### config.mk
export PLATFORM = sky130hd
export DESIGN_NAME = run_len_ctrl
export DESIGN_NICKNAME = d
export VERILOG_FILES = /design/src/rtl/fudan_pkg.sv /design/src/rtl/run_out_buf.sv /design/src/rtl/run_len_ctrl.sv
export SDC_FILE = /design/constraint.sdc
export NUM_CORES = 1
export LEC_CHECK = 0
export CAP_MARGIN = 20
export CORE_MARGIN = 2
export CORE_UTILIZATION = 49
export DETAILED_ROUTE_END_ITERATION = 7
export GPL_TIMING_DRIVEN = 1
export PLACE_DENSITY = 0.9
export REMOVE_ABC_BUFFERS = 1
export SYNTH_ARGS = -nofsm -noshare
export SYNTH_HDL_FRONTEND = slang
export SYNTH_HIERARCHICAL = 1
export SYNTH_SLANG_ARGS = --single-unit
### constraint.sdc
create_clock -name clk -period 2.1 [get_ports clk]
set_input_delay 0.315 -clock clk [delete_from_list [all_inputs] [get_ports clk]]
set_output_delay 0.315 -clock clk [all_outputs]
set_load 0.01 [all_outputs]
### src/rtl/fudan_pkg.sv
// -----------------------------------------------------------------------------
// fudan_pkg
// Shared definitions for the run-length measurement path feeding the
// fudan17-style pattern detector.
//   run_class_t : 2-bit classification of a completed high run
//   run_state_t : sequencing states of the run-length controller
// -----------------------------------------------------------------------------
package fudan_pkg;

  typedef enum logic [1:0] {
    CLS_SHORT = 2'b00,
    CLS_OK    = 2'b01,
    CLS_LONG  = 2'b10,
    CLS_SAT   = 2'b11
  } run_class_t;

  typedef enum logic [1:0] {
    IDLE = 2'b00,
    ARM  = 2'b01,
    WAIT = 2'b10,
    MEAS = 2'b11
  } run_state_t;

endpackage

### src/rtl/run_out_buf.sv
// -----------------------------------------------------------------------------
// run_out_buf
// One-entry valid/ready holding register for completed run results.
// A new result is taken when the buffer is empty or is being drained on the
// same edge; otherwise it is dropped and the sticky overflow flag is set.
// Ports:
//   clk, reset      : clock, asynchronous active-high reset
//   i_load          : a completed result is offered this cycle
//   i_len, i_cls    : offered run length and class
//   i_ready         : consumer accepts the held result
//   o_accept        : combinational, i_load will be stored on this edge
//   o_valid         : held result available
//   o_len, o_cls    : held run length and class
//   o_overflow      : sticky, a result was dropped to backpressure
// -----------------------------------------------------------------------------
module run_out_buf #(
  parameter int W = 8
) (
  input  logic         clk,
  input  logic         reset,
  input  logic         i_load,
  input  logic [W-1:0] i_len,
  input  logic [1:0]   i_cls,
  input  logic         i_ready,
  output logic         o_accept,
  output logic         o_valid,
  output logic [W-1:0] o_len,
  output logic [1:0]   o_cls,
  output logic         o_overflow
);

  logic         r_valid;
  logic [W-1:0] r_len;
  logic [1:0]   r_cls;
  logic         r_overflow;

  // Only a full buffer that is not being drained refuses a new result.
  assign o_accept = i_load && !(r_valid && !i_ready);

  always_ff @(posedge clk or posedge reset) begin
    if (reset) begin
      r_valid    <= 1'b0;
      r_len      <= '0;
      r_cls      <= 2'b00;
      r_overflow <= 1'b0;
    end else begin
      if (o_accept) begin
        r_valid <= 1'b1;
        r_len   <= i_len;
        r_cls   <= i_cls;
      end else if (r_valid && i_ready) begin
        // Drained: data fields keep their last value.
        r_valid <= 1'b0;
      end
      if (i_load && !o_accept) begin
        r_overflow <= 1'b1;
      end
    end
  end

  assign o_valid    = r_valid;
  assign o_len      = r_len;
  assign o_cls      = r_cls;
  assign o_overflow = r_overflow;

endmodule

### src/rtl/run_len_ctrl.sv
// -----------------------------------------------------------------------------
// run_len_ctrl
// Measures high runs on the serial input. After enable it first waits for a
// low level (a run already in progress is never measured), then counts each
// run of consecutive high cycles and classifies it against min_len/max_len
// when the first low cycle is sampled. Results go through a one-entry
// valid/ready buffer.
// Ports:
//   clk, reset          : clock, asynchronous active-high reset
//   in                  : serial input
//   enable              : measurement enable, low forces IDLE
//   min_len, max_len    : in-range limits, sampled at run end
//   len_out, class_out  : held result (length, class)
//   out_valid/out_ready : result handshake
//   hit                 : one-cycle pulse when an OK result is loaded
//   overflow            : sticky, a result was dropped
//   busy                : a run is being counted
// -----------------------------------------------------------------------------
module run_len_ctrl
  import fudan_pkg::*;
#(
  parameter int CNT_W = 8
) (
  input  logic             clk,
  input  logic             reset,
  input  logic             in,
  input  logic             enable,
  input  logic [CNT_W-1:0] min_len,
  input  logic [CNT_W-1:0] max_len,
  output logic [CNT_W-1:0] len_out,
  output logic [1:0]       class_out,
  output logic             out_valid,
  input  logic             out_ready,
  output logic             hit,
  output logic             overflow,
  output logic             busy
);

  localparam logic [CNT_W-1:0] CNT_MAX = '1;

  run_state_t       r_state;
  run_state_t       w_state_next;
  logic [CNT_W-1:0] r_cnt;
  logic [CNT_W-1:0] w_cnt_next;
  logic             w_done;
  run_class_t       w_cls;
  logic             w_accept;
  logic             r_hit;

  always_ff @(posedge clk or posedge reset) begin
    if (reset) begin
      r_state <= IDLE;
      r_cnt   <= '0;
      r_hit   <= 1'b0;
    end else begin
      r_state <= w_state_next;
      r_cnt   <= w_cnt_next;
      r_hit   <= w_accept && (w_cls == CLS_OK);
    end
  end

  always_comb begin
    w_state_next = r_state;
    w_cnt_next   = r_cnt;
    w_done       = 1'b0;
    if (!enable) begin
      // Dropping enable abandons any run in progress without a report.
      w_state_next = IDLE;
      w_cnt_next   = '0;
    end else begin
      case (r_state)
        IDLE: w_state_next = ARM;
        ARM: begin
          if (!in) w_state_next = WAIT;
        end
        WAIT: begin
          if (in) begin
            w_cnt_next   = CNT_W'(1);
            w_state_next = MEAS;
          end
        end
        MEAS: begin
          if (in) begin
            if (r_cnt != CNT_MAX) w_cnt_next = r_cnt + 1'b1;
          end else begin
            w_done       = 1'b1;
            w_cnt_next   = '0;
            w_state_next = WAIT;
          end
        end
        default: w_state_next = IDLE;
      endcase
    end
  end

  // Priority: saturation, then short, then long. With min_len > max_len the
  // OK window is empty, so such a run always lands in SHORT or LONG.
  always_comb begin
    if (r_cnt == CNT_MAX)      w_cls = CLS_SAT;
    else if (r_cnt < min_len)  w_cls = CLS_SHORT;
    else if (r_cnt > max_len)  w_cls = CLS_LONG;
    else                       w_cls = CLS_OK;
  end

  run_out_buf #(.W(CNT_W)) u_out_buf (
    .clk        (clk),
    .reset      (reset),
    .i_load     (w_done),
    .i_len      (r_cnt),
    .i_cls      (w_cls),
    .i_ready    (out_ready),
    .o_accept   (w_accept),
    .o_valid    (out_valid),
    .o_len      (len_out),
    .o_cls      (class_out),
    .o_overflow (overflow)
  );

  assign hit  = r_hit;
  assign busy = (r_state == MEAS);

endmodule

==> results of run 1 <==
## state kept, by name, indices dropped and copies added (netlist names)
register / cells
r_cnt: 8
r_state: 2
u_out_buf/o_valid: 1
u_out_buf/o_cls: 2
u_out_buf/o_len: 8
u_out_buf/o_overflow: 1
hit: 1
## worst register-to-register path: stages (launching register included)
cell       delay, ns
dfrtp_2         0.48
ha_1            0.28
a2111oi_1       0.34
o31a_1          0.19
nor3_1          0.06
or2_2           0.28
mux2_4          0.26
## layout by cell type, fill, tap and decap left out, types with 2 or more instances in the layout
master / n
clkdlybuf4s50_1: 34
inv_1: 21
dfrtp_1: 21
ha_1: 14
nor2_1: 12
o21ai_0: 10
nand2_1: 10
mux2_4: 9
buf_4: 6
nand4_1: 4
o21a_1: 4
nand3_1: 4
a21oi_1: 4
o31ai_1: 3
and3_1: 3
clkbuf_4: 3
nor2b_1: 2
a21o_1: 2
ha_4: 2
dfrtp_2: 2
## power by group through the flow
stage / combinational (mW) / sequential, mW / clock, mW
finish: 0.136 / 0.468 / 0.204
global route: 0.152 / 0.470 / 0.225
global placement: 0.124 / 0.474 / 0
floorplan: 0.0603 / 0.474 / 0
CTS: 0.133 / 0.467 / 0.212
detailed placement: 0.132 / 0.475 / 0
## area by class of cell
type | count | area [um^2]
clock buffers | 3 | 22.5
clock inverters | 1 | 5.00
fillers | 218 | 855
inverters | 21 | 78.8
multi-input cells | 105 | 842
flip-flops and latches | 23 | 578
well taps | 31 | 38.8
repair buffers | 40 | 385
## worst min-delay path by stage
| stage | depth (start not counted) | slack, ns | endpoint |
|---|---|---|---|
| after floorplan | 1 | 0.17 | hit$_DFF_PP0_ |
| after global placement | 1 | 0.46 | u_out_buf/o_overflow$_DFFE_PP0P_ |
| after detailed placement | 1 | 0.47 | u_out_buf/o_overflow$_DFFE_PP0P_ |
| after CTS | 2 | 0.33 | r_cnt[6]$_DFFE_PP0P_ |
| after global routing | 2 | 0.35 | u_out_buf/o_len[5]$_DFFE_PP0P_ |
| final | 2 | 0.33 | r_cnt[6]$_DFFE_PP0P_ |
## per-layer routing
metal  up-vias  global-route usage [%]
li1        609                       -
met2        54                    40.3
met5         -                       0
met3         6                    5.02
met4         0                    4.87
met1       617                    25.6
## synthesized netlist by cell type (3+ instances only)
cell and number:
nand3_1 4, mux2_4 9, nand2_1 10, ha_1 16
and3_1 3, inv_1 21, o31ai_1 3, o21ai_0 10
o21a_1 4, dfrtp_1 23, a21oi_1 5, nand4_1 4
nor2_1 12
## stage by stage
stage	std cells	area, um^2
after floorplan	149	1460
after global placement	220	1890
after detailed placement	220	1890
after CTS	224	1910
after global routing	224	1950
final	224	1950
## cells by family (layout without fill, tap and decap cells)
family	count (synthesis)	count (layout)	synth area share, %
AOI/OAI and AO/OA	32	32	14.1
xor gates and xnor gates	1	1	0.590
adders and majority gates	16	16	13.5
buffers and inverters	23	65	6.83
DFF	23	23	38.8
muxes	10	10	9.87
and+or+nand+nor	46	46	16.4
==> impl_metrics.yaml, run 1 <==
place:
  io_buffers: 34
  gp_congestion: 0.736
  place_ws_ns: -0.309
  dpl.hpwl_um: 2680
setup_path:
  cp.arrival_ns: 2.23
  path_depth: 8
  path_cells: "clkdlybuf4s50_1 -> inv_1 -> ha_1 -> a2111oi_1 -> o31a_1 -> nor3_1 -> or2_2 -> mux2_4"
  worst-r2r-cell-count: 6
  crit_slowest_cell: "clkdlybuf4s50_1"
  critPathTopFamily: "compound AO/OA/AOI/OAI gates"
  crit_path_end: "u_out_buf/o_cls[0]$_DFFE_PP0P_"
  r2r_setup_slack_ns: 0.10
  reg2reg_from: "r_cnt[1]$_DFFE_PP0P_"
  cp_num_buf_inv: 2
  worstPathRequired_ns: 2.31
  end_kind: "flip-flop"
  path_class: "primary input to flip-flop"
  start_kind: "primary input"
  rr_endpoint: "u_out_buf/o_cls[0]$_DFFE_PP0P_"
  crit_fanout: 2
  cpPeakStageDelay_ns: 0.46
  startpoint: "min_len[1]"
route:
  routed.top_layer: "met4"
  first_pass_iters: 4
  wl_met3_um: 186
  drtIter0Drc: 40
  ant_nets: 0
  viasPerCell: 5.74
  wl_um: 3430
  wl_met2_um: 1780
  wl_per_cell_um: 15.3
  drc: 0
  via_count: 1286
  met1_length_um: 1420
synth:
  synthFlopType: "dfrtp_1"
  avgSynthCellArea_um2: 9.83
  synth.distinct_cells: 36
  ys_seq_elements: 23
  synth_edf_count: 0
  syn_area_mm2: 0.00148
  synth-async-reset-ratio_pct: 100
  yosysWarnings: 6
  yosysSeqAreaShare_pct: 38.8
  synth_top_area_share_pct: 38.8
  synth_area_leaders: "dfrtp_1 (39%), ha_1 (13%), mux2_4 (9.1%)"
  synth_area_leader_cell: "dfrtp_1"
  postSynthCellCount: 151
job:
  max_cap_viol_count: 0
power_and_ir_drop:
  p_clk_share_pct: 25.3
  peakVddDrop_v: 0.000391
  seqPwrFrac_pct: 57.9
  p_switching_mw: 0.205
  sw_frac_of_total_pct: 25.4
  powerDensity_mw_per_mm2: 414
  combPwrFrac_pct: 16.8
  p_leak_nw: 1.01
  internal_power_mw: 0.603
  power_mw: 0.808
global_route:
  first_global_vias: 1370
  grt_usage_pct: 21.8
  grt_max_degree: 14
  antenna_found_initial: 0
  grt_pass1_wl_um: 5810
  grt-ovfl-total: 0
sta:
  whs_ns: 0.331
  layout_worst_path_cycle_share_pct: 96.4
  setup_ws_ns: 0.0766
  final_max_slew_viol_count: 0
  fmax_ghz: 0.494
  relSlewSlack_pct: 69.5
  setup_tns_ns: 0
  rsz0062_at_grt: "false"
  period_minus_slack_ns: 2.02
  setup_violations: 0
  worst_pin_slew_ns: 0.456
  fin_skew_ns: 0.00493
  hold_violations: 0
clock_network:
  cts_max_level: 1
  root_buffer: "clkbuf_4"
  clk_path_buf_depth: 2
  cts_tree: "built"
  postCtsSetupBuffers: 0
  clock_latency_ns: 0.31
  ctsHoldBuffers: 0
  cts-resized-gates: 0
  numCtsBuffers: 3
  clock-sinks: 23
  cts.clk_slew.worst_paths_ns: 0.13
cells_and_area:
  layout-drive-gt1-share_pct: 16.6
  n_antenna_cell: 0
  area_growth_pct: 31.5
  nets: 231
  fin_util_pct: 69.5
floorplan:
  io_pins: 35
  die_x_um: 59.0
  start_util_pct: 52.9
  die_y_um: 59.0
  fp.dieArea_mm2: 0.00348
  rows: 19
  core_mm2: 0.00281
outcome:
  status: "completed"
worst_hold_path:
  hold_class: "primary input to asynchronous set/reset pin"
(Power assumes the default switching activity.)
==> run 2: changes to the inputs <==
--- a/config.mk
+++ b/config.mk
@@ -10,8 +10,7 @@
 export CORE_UTILIZATION = 49
 export DETAILED_ROUTE_END_ITERATION = 7
 export GPL_TIMING_DRIVEN = 1
-export PLACE_DENSITY = 0.9
-export REMOVE_ABC_BUFFERS = 1
+export PLACE_DENSITY = 0.79
 export SYNTH_ARGS = -nofsm -noshare
 export SYNTH_HDL_FRONTEND = slang
 export SYNTH_HIERARCHICAL = 1
==> run 2 against run 1 <==
Net effect: critical path depth stayed put; clock power is 4% higher; wire length is 3.4% higher; combinational power is 4% higher; register-to-register slack worse by 0.02 ns; clock-buffer cell count stayed put; cell area is 0.26% higher; non-clock buffer count is 2 higher; sequential power hardly changed; first-iteration DRC count is 28% higher; sequential cell count stayed put.
==> impl_metrics.yaml, run 2 (synthesis gave the netlist of run 1 again) <==
outcome:
  status: "completed"
setup_path:
  cp_num_buf_inv: 2
  crit_slowest_cell: "clkdlybuf4s50_1"
  r2r_setup_slack_ns: 0.08
  cpPeakStageDelay_ns: 0.45
  cp.arrival_ns: 2.25
  end_kind: "flip-flop"
  crit_fanout: 2
  start_kind: "primary input"
  critPathTopFamily: "compound AO/OA/AOI/OAI gates"
  worstPathRequired_ns: 2.32
  path_cells: "clkdlybuf4s50_1 -> inv_1 -> ha_1 -> a2111oi_1 -> o31a_1 -> nor3_1 -> or2_2 -> mux2_4"
  path_class: "primary input to flip-flop"
sta:
  hold_violations: 0
  period_minus_slack_ns: 2.02
  relSlewSlack_pct: 70.1
  layout_worst_path_cycle_share_pct: 96.4
  whs_ns: 0.312
  worst_pin_slew_ns: 0.447
  fin_skew_ns: 0.00633
  setup_violations: 0
  fmax_ghz: 0.494
  final_max_slew_viol_count: 0
route:
  viasPerCell: 5.65
  wl_um: 3550
  wl_per_cell_um: 15.7
  via_count: 1276
  first_pass_iters: 6
  ant_nets: 0
  drtIter0Drc: 51
  drc: 0
cells_and_area:
  final_common_cell: "clkdlybuf4s50_1"
  fin_cells: 226
  nets: 233
  nFillCells: 234
  area_growth_pct: 31.8
  layout-drive-gt1-share_pct: 17.4
  final_cell_area_mm2: 0.00196
  final_cell_mix: "clkdlybuf4s50_1 (34), inv_1 (21), dfrtp_1 (21)"
  n_antenna_cell: 0
job:
  max_cap_viol_count: 0
place:
  io_buffers: 34
  dpl-instance-area_mm2: 0.00190
  dpl.hpwl_um: 2780
  gp_congestion: 0.783
  placed_cells: 222
global_route:
  grt_usage_pct: 23.0
  use_met2_pct: 40.0
  grt-ovfl-total: 0
  antenna_found_initial: 0
  grt_pass1_wl_um: 6020
  busiest_layer: "met2"
  first_global_vias: 1319
  gr-usage-met1_pct: 29.4
  grt_max_degree: 14
  gr-usage-met3_pct: 4.59
floorplan:
  start_util_pct: 52.9
  die_y_um: 59.0
  rows: 19
  fp.dieArea_mm2: 0.00348
  io_pins: 35
  core_mm2: 0.00281
  die_x_um: 59.0
clock_network:
  clock_latency_ns: 0.32
  cts_max_level: 1
  root_buffer: "clkbuf_4"
  clk_path_buf_depth: 2
  cts.clk_slew.worst_paths_ns: 0.13
  numCtsBuffers: 3
  cts_tree: "built"
  ctsHoldBuffers: 0
  clock-sinks: 23
power_and_ir_drop:
  peakVddDrop_v: 0.000448
  p_leak_nw: 1.03
  powerDensity_mw_per_mm2: 420
synth:
  syn_nets: 188
worst_hold_path:
  hold_class: "primary input to asynchronous set/reset pin"
run 2: changes by cell type in the layout (fill, tap and decap cells not counted):
cell	delta
buf_4	+2
ha_1	+1
and2_1	-1
ha_4	-1
and2_4	+1
run 2: final cells by class:
class | instances | area (um^2) | share of cell area [%]
sequential | 23 | 578 | 29.6
tap | 31 | 38.8 | 1.98
clock inverter | 1 | 5.00 | 0.256
timing repair buffer | 42 | 400 | 20.5
multi-input combinational | 105 | 832 | 42.5
clock buffer | 3 | 22.5 | 1.15
inverter | 21 | 78.8 | 4.03
run 2: worst paths after layout:
path / start / end / cells after the start
worst min register to register: u_out_buf/o_overflow$_DFFE_PP0P_ / u_out_buf/o_overflow$_DFFE_PP0P_ / 1
worst max-delay path: min_len[1] / u_out_buf/o_cls[0]$_DFFE_PP0P_ / 8
worst min-delay path: reset / r_cnt[5]$_DFFE_PP0P_ / 2
min in group clk: u_out_buf/o_overflow$_DFFE_PP0P_ / u_out_buf/o_overflow$_DFFE_PP0P_ / 1
worst max register to register: r_cnt[1]$_DFFE_PP0P_ / u_out_buf/o_cls[0]$_DFFE_PP0P_ / 6
max in group asynchronous: reset / r_cnt[6]$_DFFE_PP0P_ / 2
run 2: where the power goes:
| group | total (mW) | switching, mW | internal (mW) |
|---|---|---|---|
| registers | 0.467 | 0.0125 | 0.454 |
| logic | 0.142 | 0.0604 | 0.0820 |
| clock network | 0.213 | 0.142 | 0.0715 |
run 2: per-stage QoR:
stage / util, % / total power [mW] / TNS, ns / setup WS (ns)
2_1_floorplan: - / 0.538 / 0 / 0.209
3_3_place_gp: 67.8 / 0.605 / -0.291 / -0.246
3_5_place_dp: 67.8 / 0.614 / -0.373 / -0.297
4_1_cts: 68.7 / 0.823 / 0 / 0.0133
5_1_grt: 69.7 / 0.867 / -0.0414 / -0.0414
6_report: 69.7 / 0.822 / 0 / 0.0751
run 2: routing by layer:
metal | part of all wire, % | vias to the layer above
met5 | 0 | -
met3 | 3.8 | 6
met2 | 52 | 34
met1 | 42 | 617
met4 | 1.6 | 0
li1 | - | 619
run 2: worst reg2reg max path: cells and delay by family, from the launching register on:
kind            cells  cell delay [ns]
mux                 1             0.26
compound gates      2             0.54
simple gates        2             0.34
fa+ha+maj           1             0.31
flops               1             0.46
run 2: repair_timing:
action                     4_1_cts  5_1_grt
hold endpoints to repair         0        0
setup endpoints to repair        0        8
gates resized for setup          0        8
setup buffers                    0        0
